==> config.mk <==
export PLATFORM = sky130hd
export DESIGN_NAME = axi_lite_cmd_arbiter_flat
export DESIGN_NICKNAME = d
export VERILOG_FILES = /design/src/rtl/axi_lite_cmd_arbiter_if.sv /design/src/rtl/axi_lite_cmd_arbiter.sv /design/src/flat_wrapper.sv
export SDC_FILE = /design/constraint.sdc
export NUM_CORES = 1
export LEC_CHECK = 0
export CAP_MARGIN = 5
export CORE_AREA = 8 8 150 152
export DETAILED_ROUTE_END_ITERATION = 8
export DIE_AREA = 0 0 158 160
export PLACE_DENSITY = 0.7
export SLEW_MARGIN = 20
export SYNTH_ARGS = -nofsm -noshare
export SYNTH_HDL_FRONTEND = slang
export SYNTH_SLANG_ARGS = --single-unit
==> constraint.sdc <==
create_clock -name clk -period 9.35 [get_ports clk]
set_input_delay 1.87 -clock clk [delete_from_list [all_inputs] [get_ports clk]]
set_output_delay 1.87 -clock clk [all_outputs]
set_load 0.05 [all_outputs]
==> src/rtl/axi_lite_cmd_arbiter_if.sv <==
// Bundle of requester-side command/response signals and the single-outstanding
// pulse-start / pulse-done master command port shared by the arbiter.
interface axi_lite_cmd_arbiter_if #(
    parameter int NUM_REQ = 4,
    parameter int ADDR_W  = 32,
    parameter int DATA_W  = 32
);
    logic [NUM_REQ-1:0]        req_valid;
    logic [NUM_REQ-1:0]        req_we;
    logic [NUM_REQ*ADDR_W-1:0] req_addr;
    logic [NUM_REQ*DATA_W-1:0] req_wdata;
    logic [NUM_REQ-1:0]        req_ready;
    logic [NUM_REQ-1:0]        rsp_valid;
    logic [DATA_W-1:0]         rsp_rdata;
    logic                      rsp_err;
    logic                      m_start;
    logic                      m_we;
    logic [ADDR_W-1:0]         m_addr;
    logic [DATA_W-1:0]         m_wdata;
    logic [DATA_W-1:0]         m_rdata;
    logic                      m_done;

    // Arbiter view: it drives the master command port and the requester responses.
    modport master (
        input  req_valid, req_we, req_addr, req_wdata, m_rdata, m_done,
        output req_ready, rsp_valid, rsp_rdata, rsp_err,
               m_start, m_we, m_addr, m_wdata
    );

    modport slave (
        output req_valid, req_we, req_addr, req_wdata, m_rdata, m_done,
        input  req_ready, rsp_valid, rsp_rdata, rsp_err,
               m_start, m_we, m_addr, m_wdata
    );
endinterface

==> src/rtl/axi_lite_cmd_arbiter.sv <==
// Round-robin arbiter sharing one single-outstanding AXI4-Lite command master.
// Optional WAIT watchdog with DRAIN state is enabled by defining ARB_TIMEOUT_EN.
module axi_lite_cmd_arbiter #(
    parameter int NUM_REQ        = 4,
    parameter int ADDR_W         = 32,
    parameter int DATA_W         = 32,
    parameter int TIMEOUT_CYCLES = 1024
) (
    input  logic                   clk,
    input  logic                   rst,
    axi_lite_cmd_arbiter_if.master bus
);
    localparam int GW = (NUM_REQ > 1) ? $clog2(NUM_REQ) : 1;

`ifdef ARB_TIMEOUT_EN
    localparam int CW = $clog2(TIMEOUT_CYCLES + 1);
    typedef enum logic [1:0] {IDLE = 2'd0, ISSUE = 2'd1, WAIT = 2'd2, DRAIN = 2'd3} state_t;
`else
    typedef enum logic [1:0] {IDLE = 2'd0, ISSUE = 2'd1, WAIT = 2'd2} state_t;
`endif

    state_t              state_reg, state_next;
    logic [GW-1:0]       grant_reg, grant_next;
    logic [GW-1:0]       last_grant_reg, last_grant_next;
    logic [NUM_REQ-1:0]  req_ready_reg, req_ready_next;
    logic [NUM_REQ-1:0]  rsp_valid_reg, rsp_valid_next;
    logic [DATA_W-1:0]   rsp_rdata_reg, rsp_rdata_next;
    logic                m_start_reg, m_start_next;
    logic                m_we_reg, m_we_next;
    logic [ADDR_W-1:0]   m_addr_reg, m_addr_next;
    logic [DATA_W-1:0]   m_wdata_reg, m_wdata_next;
`ifdef ARB_TIMEOUT_EN
    logic                rsp_err_reg, rsp_err_next;
    logic [CW-1:0]       cnt_reg, cnt_next;
`endif

    logic [ADDR_W-1:0] addr_arr  [NUM_REQ];
    logic [DATA_W-1:0] wdata_arr [NUM_REQ];

    genvar gi;
    generate
        for (gi = 0; gi < NUM_REQ; gi++) begin : g_unpack
            assign addr_arr[gi]  = bus.req_addr[gi*ADDR_W +: ADDR_W];
            assign wdata_arr[gi] = bus.req_wdata[gi*DATA_W +: DATA_W];
        end
    endgenerate

    // Round-robin pick: first pending requester after the previous winner, with wrap.
    logic          found;
    logic [GW-1:0] sel;
    logic [GW-1:0] sel_try;
    int            idx;

    always_comb begin
        found   = 1'b0;
        sel     = '0;
        sel_try = '0;
        idx     = 0;
        for (int k = 1; k <= NUM_REQ; k++) begin
            idx     = (int'(last_grant_reg) + k) % NUM_REQ;
            sel_try = GW'(idx);
            if (!found && bus.req_valid[sel_try]) begin
                found = 1'b1;
                sel   = sel_try;
            end
        end
    end

    always_comb begin
        state_next      = state_reg;
        grant_next      = grant_reg;
        last_grant_next = last_grant_reg;
        req_ready_next  = '0;
        rsp_valid_next  = '0;
        rsp_rdata_next  = rsp_rdata_reg;
        m_start_next    = 1'b0;
        m_we_next       = m_we_reg;
        m_addr_next     = m_addr_reg;
        m_wdata_next    = m_wdata_reg;
`ifdef ARB_TIMEOUT_EN
        rsp_err_next    = 1'b0;
        cnt_next        = cnt_reg;
`endif
        case (state_reg)
            IDLE: begin
                if (found) begin
                    grant_next      = sel;
                    last_grant_next = sel;
                    m_we_next       = bus.req_we[sel];
                    m_addr_next     = addr_arr[sel];
                    m_wdata_next    = wdata_arr[sel];
                    m_start_next    = 1'b1;
                    req_ready_next  = NUM_REQ'(1) << sel;
                    state_next      = ISSUE;
                end
            end
            ISSUE: begin
                state_next = WAIT;
`ifdef ARB_TIMEOUT_EN
                cnt_next   = '0;
`endif
            end
            WAIT: begin
                if (bus.m_done) begin
                    rsp_rdata_next = bus.m_rdata;
                    rsp_valid_next = NUM_REQ'(1) << grant_reg;
                    state_next     = IDLE;
                end
`ifdef ARB_TIMEOUT_EN
                else if (cnt_reg == CW'(TIMEOUT_CYCLES - 1)) begin
                    // Answer the requester now; the late completion is swallowed in DRAIN.
                    rsp_rdata_next = '1;
                    rsp_valid_next = NUM_REQ'(1) << grant_reg;
                    rsp_err_next   = 1'b1;
                    state_next     = DRAIN;
                end else begin
                    cnt_next = cnt_reg + CW'(1);
                end
`endif
            end
`ifdef ARB_TIMEOUT_EN
            DRAIN: begin
                if (bus.m_done) begin
                    state_next = IDLE;
                end
            end
`endif
            default: state_next = IDLE;
        endcase
    end

    always_ff @(posedge clk or posedge rst) begin
        if (rst) begin
            state_reg      <= IDLE;
            grant_reg      <= '0;
            last_grant_reg <= GW'(NUM_REQ - 1);
            req_ready_reg  <= '0;
            rsp_valid_reg  <= '0;
            rsp_rdata_reg  <= '0;
            m_start_reg    <= 1'b0;
            m_we_reg       <= 1'b0;
            m_addr_reg     <= '0;
            m_wdata_reg    <= '0;
`ifdef ARB_TIMEOUT_EN
            rsp_err_reg    <= 1'b0;
            cnt_reg        <= '0;
`endif
        end else begin
            state_reg      <= state_next;
            grant_reg      <= grant_next;
            last_grant_reg <= last_grant_next;
            req_ready_reg  <= req_ready_next;
            rsp_valid_reg  <= rsp_valid_next;
            rsp_rdata_reg  <= rsp_rdata_next;
            m_start_reg    <= m_start_next;
            m_we_reg       <= m_we_next;
            m_addr_reg     <= m_addr_next;
            m_wdata_reg    <= m_wdata_next;
`ifdef ARB_TIMEOUT_EN
            rsp_err_reg    <= rsp_err_next;
            cnt_reg        <= cnt_next;
`endif
        end
    end

    assign bus.req_ready = req_ready_reg;
    assign bus.rsp_valid = rsp_valid_reg;
    assign bus.rsp_rdata = rsp_rdata_reg;
    assign bus.m_start   = m_start_reg;
    assign bus.m_we      = m_we_reg;
    assign bus.m_addr    = m_addr_reg;
    assign bus.m_wdata   = m_wdata_reg;
`ifdef ARB_TIMEOUT_EN
    assign bus.rsp_err   = rsp_err_reg;
`else
    assign bus.rsp_err   = 1'b0;
`endif
endmodule

==> src/flat_wrapper.sv <==
// flat-port wrapper written by rule: the top's interface ports become plain ports
module axi_lite_cmd_arbiter_flat 
#(
    parameter int NUM_REQ        = 4,
    parameter int ADDR_W         = 32,
    parameter int DATA_W         = 32,
    parameter int TIMEOUT_CYCLES = 1024
)
  (clk, rst, bus_req_valid, bus_req_we, bus_req_addr, bus_req_wdata, bus_m_rdata, bus_m_done, bus_req_ready, bus_rsp_valid, bus_rsp_rdata, bus_rsp_err, bus_m_start, bus_m_we, bus_m_addr, bus_m_wdata);
  axi_lite_cmd_arbiter_if #(.NUM_REQ(NUM_REQ), .ADDR_W(ADDR_W), .DATA_W(DATA_W)) bus_i ();
  input  logic clk;
  input  logic rst;
  input wire logic [$bits(bus_i.req_valid)-1:0] bus_req_valid;
  input wire logic [$bits(bus_i.req_we)-1:0] bus_req_we;
  input wire logic [$bits(bus_i.req_addr)-1:0] bus_req_addr;
  input wire logic [$bits(bus_i.req_wdata)-1:0] bus_req_wdata;
  input wire logic [$bits(bus_i.m_rdata)-1:0] bus_m_rdata;
  input wire logic [$bits(bus_i.m_done)-1:0] bus_m_done;
  output wire logic [$bits(bus_i.req_ready)-1:0] bus_req_ready;
  output wire logic [$bits(bus_i.rsp_valid)-1:0] bus_rsp_valid;
  output wire logic [$bits(bus_i.rsp_rdata)-1:0] bus_rsp_rdata;
  output wire logic [$bits(bus_i.rsp_err)-1:0] bus_rsp_err;
  output wire logic [$bits(bus_i.m_start)-1:0] bus_m_start;
  output wire logic [$bits(bus_i.m_we)-1:0] bus_m_we;
  output wire logic [$bits(bus_i.m_addr)-1:0] bus_m_addr;
  output wire logic [$bits(bus_i.m_wdata)-1:0] bus_m_wdata;
  assign bus_i.req_valid = bus_req_valid;
  assign bus_i.req_we = bus_req_we;
  assign bus_i.req_addr = bus_req_addr;
  assign bus_i.req_wdata = bus_req_wdata;
  assign bus_i.m_rdata = bus_m_rdata;
  assign bus_i.m_done = bus_m_done;
  assign bus_req_ready = bus_i.req_ready;
  assign bus_rsp_valid = bus_i.rsp_valid;
  assign bus_rsp_rdata = bus_i.rsp_rdata;
  assign bus_rsp_err = bus_i.rsp_err;
  assign bus_m_start = bus_i.m_start;
  assign bus_m_we = bus_i.m_we;
  assign bus_m_addr = bus_i.m_addr;
  assign bus_m_wdata = bus_i.m_wdata;
  axi_lite_cmd_arbiter #(.NUM_REQ(NUM_REQ), .ADDR_W(ADDR_W), .DATA_W(DATA_W), .TIMEOUT_CYCLES(TIMEOUT_CYCLES)) u_core (.clk(clk), .rst(rst), .bus(bus_i));
endmodule
# Word-level counts from Yosys, hierarchy flattened

Cells that the tools add are included.

Register bits: 112
Input bits: 299
Output and inout bits: 107
Logic and storage cells: 70

$add $sub $neg: 4
$lt $le $gt $ge: 6
Equal/unequal tests: 4
Shifts and indexed selects: 2
Multiplexer cells: 33
Bitwise operators: 1
Reduce and logical (&&, ||, !) cells: 10

Operators with widths:

| operator                                                              | count |
|---|---|
| 32-bit binary-select mux with 2-bit select                            | 2 |
| 32-bit two-way mux                                                    | 4 |
| 4-bit two-way mux                                                     | 4 |
| 2-bit by 3-bit < comparator with 1-bit output, second input constant  | 5 |
| 2-bit two-way mux                                                     | 6 |
| 1-bit two-way mux                                                     | 11 |
| 1-bit binary-select mux with 2-bit select                             | 5 |
| 1-bit by 2-bit << shifter with 4-bit output, first input constant     | 2 |
| 2-bit one-hot mux with 3 select lines                                 | 1 |
| 2-bit AND reduction                                                   | 3 |
| 2-bit by 1-bit adder with 2-bit output, second input constant         | 2 |
| 2-bit adder, second input constant                                    | 2 |
| 3-bit >= comparator, second input constant                            | 1 |
| 1-bit logical AND                                                     | 3 |
| 1-bit zero test                                                       | 3 |
| 2-bit inverter with 3-bit output                                      | 1 |
| 2-bit by 1-bit equality test with 1-bit output, second input constant | 1 |
| 2-bit equality test, second input constant                            | 1 |
| 2-bit zero test                                                       | 1 |
| 2-bit by 1-bit != test with 1-bit output, second input constant       | 1 |
| 2-bit != test, second input constant                                  | 1 |

# Depth between registers and ports, before layout

Gate-level depths: netlist of run 1.

Depth after elaboration: 17
Mapped depth: 8
Mapped depth without buffers: 5

# Worst setup path after synthesis of run 1

Ideal clock, no wire load.

Path kind: input port to flip-flop
Start: input port bus_req_valid[0]
End: register u_core.m_addr_reg[1] (netlist: u_core.bus.m_addr[1])
Library setup time: 0.082 ns
Arrival time: 3.231 ns
Required time: 9.268 ns
Path slack: 6.036 ns
Stages on the path: 7
Path buffers: 2
Cells stage by stage: buf_6 -> or2_1 -> a22o_1 -> a221oi_4 -> buf_2 -> o21ai_0 -> o22ai_1

Cells in the longest elaborated chain, start to end: 16
Elaborated cells between the ends (all ways): 27
Those cells by class: 19 x mux; 1 x bitwise; 7 x reduce/logical

RTL lines:

| item                                                   | RTL line                    | text |
|---|---|---|
| start: declaration                                     | flat_wrapper.sv:13          | `input wire logic [$bits(bus_i.req_valid)-1:0] bus_req_valid;` |
| 1-bit binary-select mux with 2-bit select              | axi_lite_cmd_arbiter.sv:62  | `if (!found && bus.req_valid[sel_try]) begin` |
| 1-bit two-way mux (not written as such)                | axi_lite_cmd_arbiter.sv:62  |  |
| 1-bit two-way mux                                      | axi_lite_cmd_arbiter.sv:62  |  |
| 1-bit zero test                                        | axi_lite_cmd_arbiter.sv:62  |  |
| 1-bit logical AND                                      | axi_lite_cmd_arbiter.sv:62  |  |
| 1-bit two-way mux                                      | axi_lite_cmd_arbiter.sv:62  |  |
| 1-bit zero test                                        | axi_lite_cmd_arbiter.sv:62  |  |
| 1-bit logical AND                                      | axi_lite_cmd_arbiter.sv:62  |  |
| 1-bit two-way mux                                      | axi_lite_cmd_arbiter.sv:62  |  |
| 1-bit zero test                                        | axi_lite_cmd_arbiter.sv:62  |  |
| 1-bit logical AND                                      | axi_lite_cmd_arbiter.sv:62  |  |
| 2-bit two-way mux                                      | axi_lite_cmd_arbiter.sv:62  |  |
| 2-bit inverter with 3-bit output (not written as such) | axi_lite_cmd_arbiter.sv:90  | `m_addr_next = addr_arr[sel];` |
| 32-bit binary-select mux with 2-bit select             | axi_lite_cmd_arbiter.sv:90  |  |
| 32-bit two-way mux (not written as such) (2 in series) | axi_lite_cmd_arbiter.sv:90  |  |
| end signal: assignment                                 | axi_lite_cmd_arbiter.sv:157 | `m_addr_reg <= m_addr_next;` |
| end: declaration                                       | axi_lite_cmd_arbiter.sv:30  | `logic [ADDR_W-1:0] m_addr_reg, m_addr_next;` |

Parallel ways exist; a longest one is shown, timed or not. The select of a mux whose other input is x is not followed.
A chain may end at the register's enable or synchronous reset.

# Worst setup path in the final report of run 1

Start: input port bus_req_valid[3]
End: register u_core.m_wdata_reg[8] (netlist: u_core.bus.m_wdata[8])

Cells in the longest elaborated chain, start to end: 16
Elaborated cells between the ends (all ways): 27
Those cells by class: 19 x mux; 1 x bitwise; 7 x reduce/logical

RTL lines:

| item                                                   | RTL line                    | text |
|---|---|---|
| 1-bit binary-select mux with 2-bit select              | axi_lite_cmd_arbiter.sv:62  |  |
| 1-bit two-way mux (not written as such)                | axi_lite_cmd_arbiter.sv:62  |  |
| 1-bit two-way mux                                      | axi_lite_cmd_arbiter.sv:62  |  |
| 1-bit zero test                                        | axi_lite_cmd_arbiter.sv:62  |  |
| 1-bit logical AND                                      | axi_lite_cmd_arbiter.sv:62  |  |
| 1-bit two-way mux                                      | axi_lite_cmd_arbiter.sv:62  |  |
| 1-bit zero test                                        | axi_lite_cmd_arbiter.sv:62  |  |
| 1-bit logical AND                                      | axi_lite_cmd_arbiter.sv:62  |  |
| 1-bit two-way mux                                      | axi_lite_cmd_arbiter.sv:62  |  |
| 1-bit zero test                                        | axi_lite_cmd_arbiter.sv:62  |  |
| 1-bit logical AND                                      | axi_lite_cmd_arbiter.sv:62  |  |
| 2-bit two-way mux                                      | axi_lite_cmd_arbiter.sv:62  |  |
| 2-bit inverter with 3-bit output (not written as such) | axi_lite_cmd_arbiter.sv:91  | `m_wdata_next = wdata_arr[sel];` |
| 32-bit binary-select mux with 2-bit select             | axi_lite_cmd_arbiter.sv:91  |  |
| 32-bit two-way mux (not written as such) (2 in series) | axi_lite_cmd_arbiter.sv:91  |  |
| end signal: assignment                                 | axi_lite_cmd_arbiter.sv:158 | `m_wdata_reg <= m_wdata_next;` |
| end: declaration                                       | axi_lite_cmd_arbiter.sv:31  | `logic [DATA_W-1:0] m_wdata_reg, m_wdata_next;` |

Parallel ways exist; a longest one is shown, timed or not. The select of a mux whose other input is x is not followed.

==> results of run 1 <==
==> power by group through the flow <==
stage	Sequential, mW	Combinational (mW)	Clock, mW
after floorplan	1.57	0.858	0
after global placement	0.869	2.36	0
after detailed placement	0.878	2.39	0
after CTS	0.872	2.39	0.425
after global routing	0.906	2.52	0.445
final	0.872	2.36	0.411
==> through the flow <==
stage	std cells	area [um^2]
final	1310	10640
after global routing	1310	10640
after CTS	1310	10640
after detailed placement	1294	10330
after global placement	1294	10330
after floorplan	671	6117
==> placed cells by master (no fill, tap or decap), types with 2 or more instances in the layout <==
| cell | synthesis | layout |
|---|---|---|
| a21o_1 | 11 | 11 |
| a21oi_1 | 7 | 7 |
| a221oi_1 | 54 | 54 |
| and2_1 | 2 | 2 |
| and3_1 | 2 | 2 |
| buf_4 | 2 | 8 |
| clkbuf_16 | 0 | 9 |
| clkdlybuf4s50_1 | 0 | 404 |
| clkinv_8 | 0 | 3 |
| dfrtp_1 | 110 | 110 |
| dfstp_2 | 2 | 2 |
| inv_1 | 4 | 3 |
| inv_6 | 0 | 2 |
| inv_8 | 0 | 2 |
| mux2i_1 | 67 | 67 |
| nand2_1 | 113 | 112 |
| nand2b_1 | 14 | 14 |
| nor2_1 | 60 | 59 |
| nor3_1 | 3 | 3 |
| o211a_1 | 12 | 12 |
| o21ai_0 | 69 | 69 |
| o21ai_1 | 11 | 11 |
| o22ai_1 | 55 | 55 |
| or2_1 | 2 | 2 |
==> cells in the mapped netlist (7+ instances only) <==
cell type	count
a21oi_1	7
clkbuf_1	34
mux2i_1	67
nand2b_1	14
a21o_1	11
buf_2	18
nor2_1	60
o211a_1	12
a221oi_1	54
o22ai_1	55
dfrtp_1	110
o21ai_1	11
nand2_1	113
o21ai_0	69
==> final timing paths <==
| kind | to | slack [ps] | cells past startpoint |
|---|---|---|---|
| worst min register to register | u_core.bus.rsp_rdata[28] | 480 | 2 |
| worst max register to register | u_core.bus.m_wdata[8] | 6350 | 6 |
| worst max-delay path | u_core.bus.m_wdata[8] | 4580 | 7 |
| max in group asynchronous | u_core.bus.m_addr[1] | 6070 | 3 |
| min in group asynchronous | u_core.bus.rsp_rdata[24] | 1950 | 2 |
| worst min-delay path | u_core.bus.rsp_rdata[28] | 480 | 2 |
==> cell families (layout without fill, tap and decap cells) <==
family	count (synthesis)	count (layout)	share of synthesized area, %
flip-flops	112	112	45.86
AO/OA/AOI/OAI	227	227	25.18
AND/OR/NAND/NOR	199	199	13.25
buffers and inverters	65	434	4.684
other	1	1	0.06130
multiplexers	67	67	10.96
==> cell type report <==
class / instances / area share, %
clock inverter: 7 / 0.8346
multi-input combinational: 494 / 28.72
clock buffer: 9 / 2.116
timing repair buffer: 412 / 38.56
inverter: 6 / 0.2469
tap: 270 / 3.174
sequential: 112 / 26.35
==> worst max-delay path, cell delays in order <==
cell and delay [ps]:
clkdlybuf4s50_1 830, a21bo_2 380, a21oi_1 90, nor2_4 500, buf_4 810, mux2i_1 300
o22ai_1 110
==> per-layer routing <==
| metal | vias to the layer above | wire [um] |
|---|---|---|
| met5 | - | 0 |
| met4 | 0 | 643 |
| met3 | 34 | 2237 |
| met2 | 285 | 14100 |
| met1 | 3185 | 10660 |
| li1 | 3182 | - |
==> results by group, run 1 <==
Timing
  • RSZ-0062 raised after global routing: no
  • Slew HR: 30.94%
  • Fin. max-slew vios: 0
  • Peak Freq: 209.5 MHz
  • Setup TNS: 0 ps
  • Final Setup Violations: 0
  • Tcrit/Tclk final: 51.04%
  • Slew of the pin with the lowest slew margin: 1036 ps
  • Fin worst setup slack: 4577 ps
  • WHS: ~480 ps
  • Minimum clock period: 4773 ps
  • Final hold violation count: 0
  • Clock skew: 10.52 ps

Final layout
  • Layout area overhead: 74.00%
  • Area of the multi-input gates: roughly 3000 um^2
  • Antenna cells: 0
  • Register area: 2805 um^2
  • # fillers: 1902
  • Core Util, Final: around 53%
  • # nets final: roughly 1300
  • Share of cells above drive strength 1: 3.269%

Synthesis
  • Seq/Total Area, Yosys: 45.86%
  • Count of different cell masters after synthesis: 36
  • Syn. warnings: 0
  • Largest cells by area after synthesis: dfrtp_1 45%, mux2i_1 11%, a221oi_1 7.7%
  • Synth Instances: about 670
  • Main synth FF type: dfrtp_1
  • Syn avg cell area: around 9.1 um^2
  • Number of synthesized flops with an enable pin: 0
  • Async set-or-reset flop fraction in the synthesized netlist: 100.0%
  • Top cell type's share of synthesized area: 45.00%
  • Mapped cell area: 6117 um^2
  • Synth area leader: dfrtp_1
  • Syn nets: a little under 1000
  • Post-synthesis register bit count: ~110

Power and ir drop
  • Net Sw Frac: 51.90%
  • Psw: 1.894 mW
  • P_leak: 4.505 nW
  • Sequential share of power: 23.9%
  • Logic pwr share: 64.8%
  • Clock power frac: a little under an eighth
  • Maximum VDD drop: 0.0001504 V
  • Total chip power: 3.649 mW
  • Pwr Density: between 300 and 400 nW/um^2
  • P_int: 1.755 mW

Floorplan
  • Num rows: 52
  • Core area: 20040 um^2
  • Die Span X: between 150 and 200 um
  • Io pins: between 400 and 500
  • Die Height: approximately 160 um
  • Full die area: 25280 um^2
  • Initial core utilization: roughly 30%

CTS
  • CTS tree: done
  • Max clock buf depth: 2
  • Clock sink total: approximately 110
  • Postcts setup bufs: 0
  • Hold buffer count at CTS: 0
  • Clk Latency, worst-skew pair: 360 ps
  • CTS H-tree depth: 3
  • Post-cts resize count: 0
  • CTS Buf Count: 9
  • Clock transition at the registers of the reported paths: 80 ps
  • Root Driver: clkbuf_16

Routing
  • DR iter-0 viols: 472
  • DRC: 0
  • Routed WL per cell: 21.10 um
  • Via count: 6686
  • Final wirelength: between 20 and 30 mm
  • Antenna violation net count after detailed routing: 0
  • Via density: 5.104
  • Drt pass-1 iters: 5

Min path
  • Hold Path Origin: u_core.bus.rsp_rdata[28]
  • Hold Crit Class: reg2reg

Global routing
  • Vias in the first global route: 6756
  • Gr usage total: 21.09%
  • Met2 usage: 36.50%
  • Met1 usage: 24.85%
  • Pin count of the biggest net entering global routing: 113
  • Grt met3 use: 5.128%
  • First-pass GRT wire length: 41.12 mm
  • GRT overflow: 0
  • Initial antenna violation count: 0
  • Most crowded layer after global routing: met2

Critical path
  • Crit path DAT: roughly 5000 ps
  • Kind of critical path: in2reg
  • Critical Path Sink Type: register
  • FF-to-FF Start: u_core.last_grant_reg[1]
  • Worst EP required: around 9600 ps
  • CP Launch Type: input pin
  • CP max FO: 53
  • CP Launch Point: bus_req_valid[3]

Place
  • # port buffers: 404
  • HPWL after DPL: 20.80 mm
  • Final GP Congestion: ~0.85
  • Place WS: approximately 4200 ps

Run
  • Max Cap Violations: 0

Outcome
  • Status: finished clean
Power figures use the tool's default switching activity.
==> inputs of run 2 (changes only) <==
--- a/config.mk
+++ b/config.mk
@@ -9,7 +9,7 @@
 export CORE_AREA = 8 8 150 152
 export DETAILED_ROUTE_END_ITERATION = 8
 export DIE_AREA = 0 0 158 160
-export PLACE_DENSITY = 0.7
+export PLACE_DENSITY = 0.73
 export SLEW_MARGIN = 20
 export SYNTH_ARGS = -nofsm -noshare
 export SYNTH_HDL_FRONTEND = slang
==> constraint.sdc (replaced) <==
create_clock -name clk -period 3.9 [get_ports clk]
set_input_delay 0.78 -clock clk [delete_from_list [all_inputs] [get_ports clk]]
set_output_delay 0.78 -clock clk [all_outputs]
set_load 0.05 [all_outputs]
==> run 2 against run 1 <==
Clock power is 140% higher. Critical path depth unchanged. Clock skew down 1.3 ps. Via count down 0.13%. Sequential power rose by 140%. Total power increased by 140%. Critical path type unchanged. Critical endpoint is now u_core.bus.m_wdata[4]. Highest routed layer is now met5.
==> results by group, run 2 (synthesis results as in run 1) <==
Power and ir drop
  • Net Sw Frac: 51.20% (-0.69 points)
  • Psw: 4.522 mW (+140%)
  • Sequential share of power: 23.8% (about the same)
  • Maximum VDD drop: 0.0004173 V (+180%)
  • Logic pwr share: 65.1% (+0.3 points)
  • Clock power frac: 11.1% (-0.2 points)
  • P_leak: 4.558 nW (+1.2%)
  • Pwr Density: 820.9 nW/um^2 (+140%)
  • P_int: 4.310 mW (+150%)
  • Total chip power: 8.832 mW (+140%)

Final layout
  • Commonest non-fill, non-tap cell in the layout: clkdlybuf4s50_1
  • Share of cells above drive strength 1: 4.008% (+0.74 points)
  • Layout area overhead: 75.89%
  • # nets final: 1342 (+0.60%)
  • Core Util, Final: 53.69% (+0.57 points)
  • Most frequent cells in the layout: 404 x clkdlybuf4s50_1, 112 x nand2_1, 110 x dfrtp_1

Routing
  • DR iter-0 viols: 531 (+13%)
  • Routed WL per cell: 20.83 um (-1.3%)
  • DRC: 0 (unchanged)
  • Antenna violation net count after detailed routing: 0 (unchanged)
  • Via density: 5.062 (-0.82%)
  • Final wirelength: 27.48 mm (-0.60%)
  • Via count: 6677 (-0.13%)
  • Drt pass-1 iters: 5 (unchanged)

Critical path
  • Crit-path slowest cell: clkdlybuf4s50_1
  • CP max FO: 31 (-42%)
  • Crit path DAT: 2910 ps (-2100 ps)
  • Slowest Stage Delay on Critical Path: 720 ps (-110 ps)
  • Critical Path Sink Type: register
  • Worst EP required: 4110 ps (-5480 ps)
  • Kind of critical path: in2reg
  • FF-to-FF setup slack: 1670 ps (-4680 ps)
  • Critical path cell sequence: clkdlybuf4s50_1, nor2_1, o211ai_1, nand2_2, buf_4, a221oi_1, o22ai_1
  • CP Launch Type: input pin

CTS
  • Clock transition at the registers of the reported paths: 80 ps (about the same)
  • Post-cts resize count: 0 (unchanged)
  • Max clock buf depth: 2 (unchanged)
  • Clk Latency, worst-skew pair: 350 ps (about the same)
  • CTS Buf Count: 9 (unchanged)
  • CTS H-tree depth: 3 (unchanged)
  • CTS tree: done
  • Clock sink total: 112 (unchanged)
  • Hold buffer count at CTS: 0 (unchanged)
  • Postcts setup bufs: 0 (unchanged)
  • Root Driver: clkbuf_16

Place
  • HPWL after DPL: 20.74 mm (-0.27%)
  • # port buffers: 404 (unchanged)
  • Final GP Congestion: 0.8487 (-0.35%)
  • Place WS: 807.4 ps (-3409 ps)

Floorplan
  • Core area: 20040 um^2 (unchanged)
  • Initial core utilization: 30.53% (unchanged)
  • Full die area: 25280 um^2 (unchanged)
  • Num rows: 52 (unchanged)
  • Die Height: 160 um (unchanged)
  • Io pins: 406 (unchanged)
  • Die Span X: 158 um (unchanged)

Timing
  • Peak Freq: 370.4 MHz
  • Tcrit/Tclk final: roughly 69%
  • RSZ-0062 raised after global routing: no
  • Clock skew: 9.200 ps (-1.319 ps)
  • Slew HR: 34.57% (+3.6 points)
  • Final Setup Violations: 0 (unchanged)
  • Slew of the pin with the lowest slew margin: 981.4 ps (-54.52 ps)
  • Fin worst setup slack: 1201 ps (-3377 ps)
  • WHS: 476.9 ps (-0.5200 ps)
  • Final hold violation count: 0 (unchanged)
  • Setup TNS: 0 ps (unchanged)
  • Minimum clock period: 2700 ps
  • Fin. max-slew vios: 0 (unchanged)

Global routing
  • First-pass GRT wire length: 41.71 mm (+1.4%)
  • GRT overflow: 0 (unchanged)
  • Pin count of the biggest net entering global routing: 62 (-45%)
  • Vias in the first global route: 7076 (+4.7%)
  • Initial antenna violation count: 2 (+2)
  • Gr usage total: 21.18% (+0.085 points)

Outcome
  • Status: finished clean

Run
  • Max Cap Violations: 0 (unchanged)

Min path
  • Hold Crit Class: reg2reg
## run 2: power by group through the flow
stage | sequential, mW | clock (mW) | combinational [mW]
2_1_floorplan | 3.77 | 0 | 2.06
3_3_place_gp | 2.09 | 0 | 5.73
3_5_place_dp | 2.11 | 0 | 5.79
4_1_cts | 2.10 | 1.01 | 5.80
5_1_grt | 2.19 | 1.05 | 6.13
6_report | 2.10 | 0.977 | 5.75
## run 2: layer usage
metal	vias up	GRT usage (%)	wire, um
met5	-	0	16
met4	2	8.190	786
met3	42	5.749	2466
met2	305	36.56	13660
met1	3131	24.33	10540
li1	3197	-	-
## run 2: area by class of cell
class	count	area (um^2)
antenna	1	2.502
inverter	6	26.28
clock inverter	7	78.83
clock buffer	9	225.2
fill	1838	9280
tap	270	337.8
multi-input combinational	494	3057
sequential	112	2805
timing repair buffer	420	4227
## run 2: critical path: cells and delay by family
kind | cells | cell delay, ps
buffers and inverters | 2 | 960
AOI/OAI and AO/OA | 3 | 880
and+or+nand+nor | 2 | 280
## run 2: path summary, 6_finish.rpt
check,endpoint,start,cells after the start
setup / recovery,u_core.bus.m_wdata[4],bus_req_valid[3],7
hold / removal,u_core.bus.rsp_rdata[15],u_core.bus.rsp_rdata[15],2
setup reg to reg,u_core.bus.m_addr[28],u_core.last_grant_reg[1],6
hold reg to reg,u_core.bus.rsp_rdata[15],u_core.bus.rsp_rdata[15],2
max in group asynchronous,u_core.bus.req_ready[1],rst,3
min in group asynchronous,u_core.bus.m_addr[29],rst,2
## run 2: stage by stage
step                cell area [um^2]  std cells
detailed placement             10450       1302
floorplan                       6117        671
CTS                            10760       1318
global route                   10760       1319
global placement               10450       1302
finish                         10760       1319
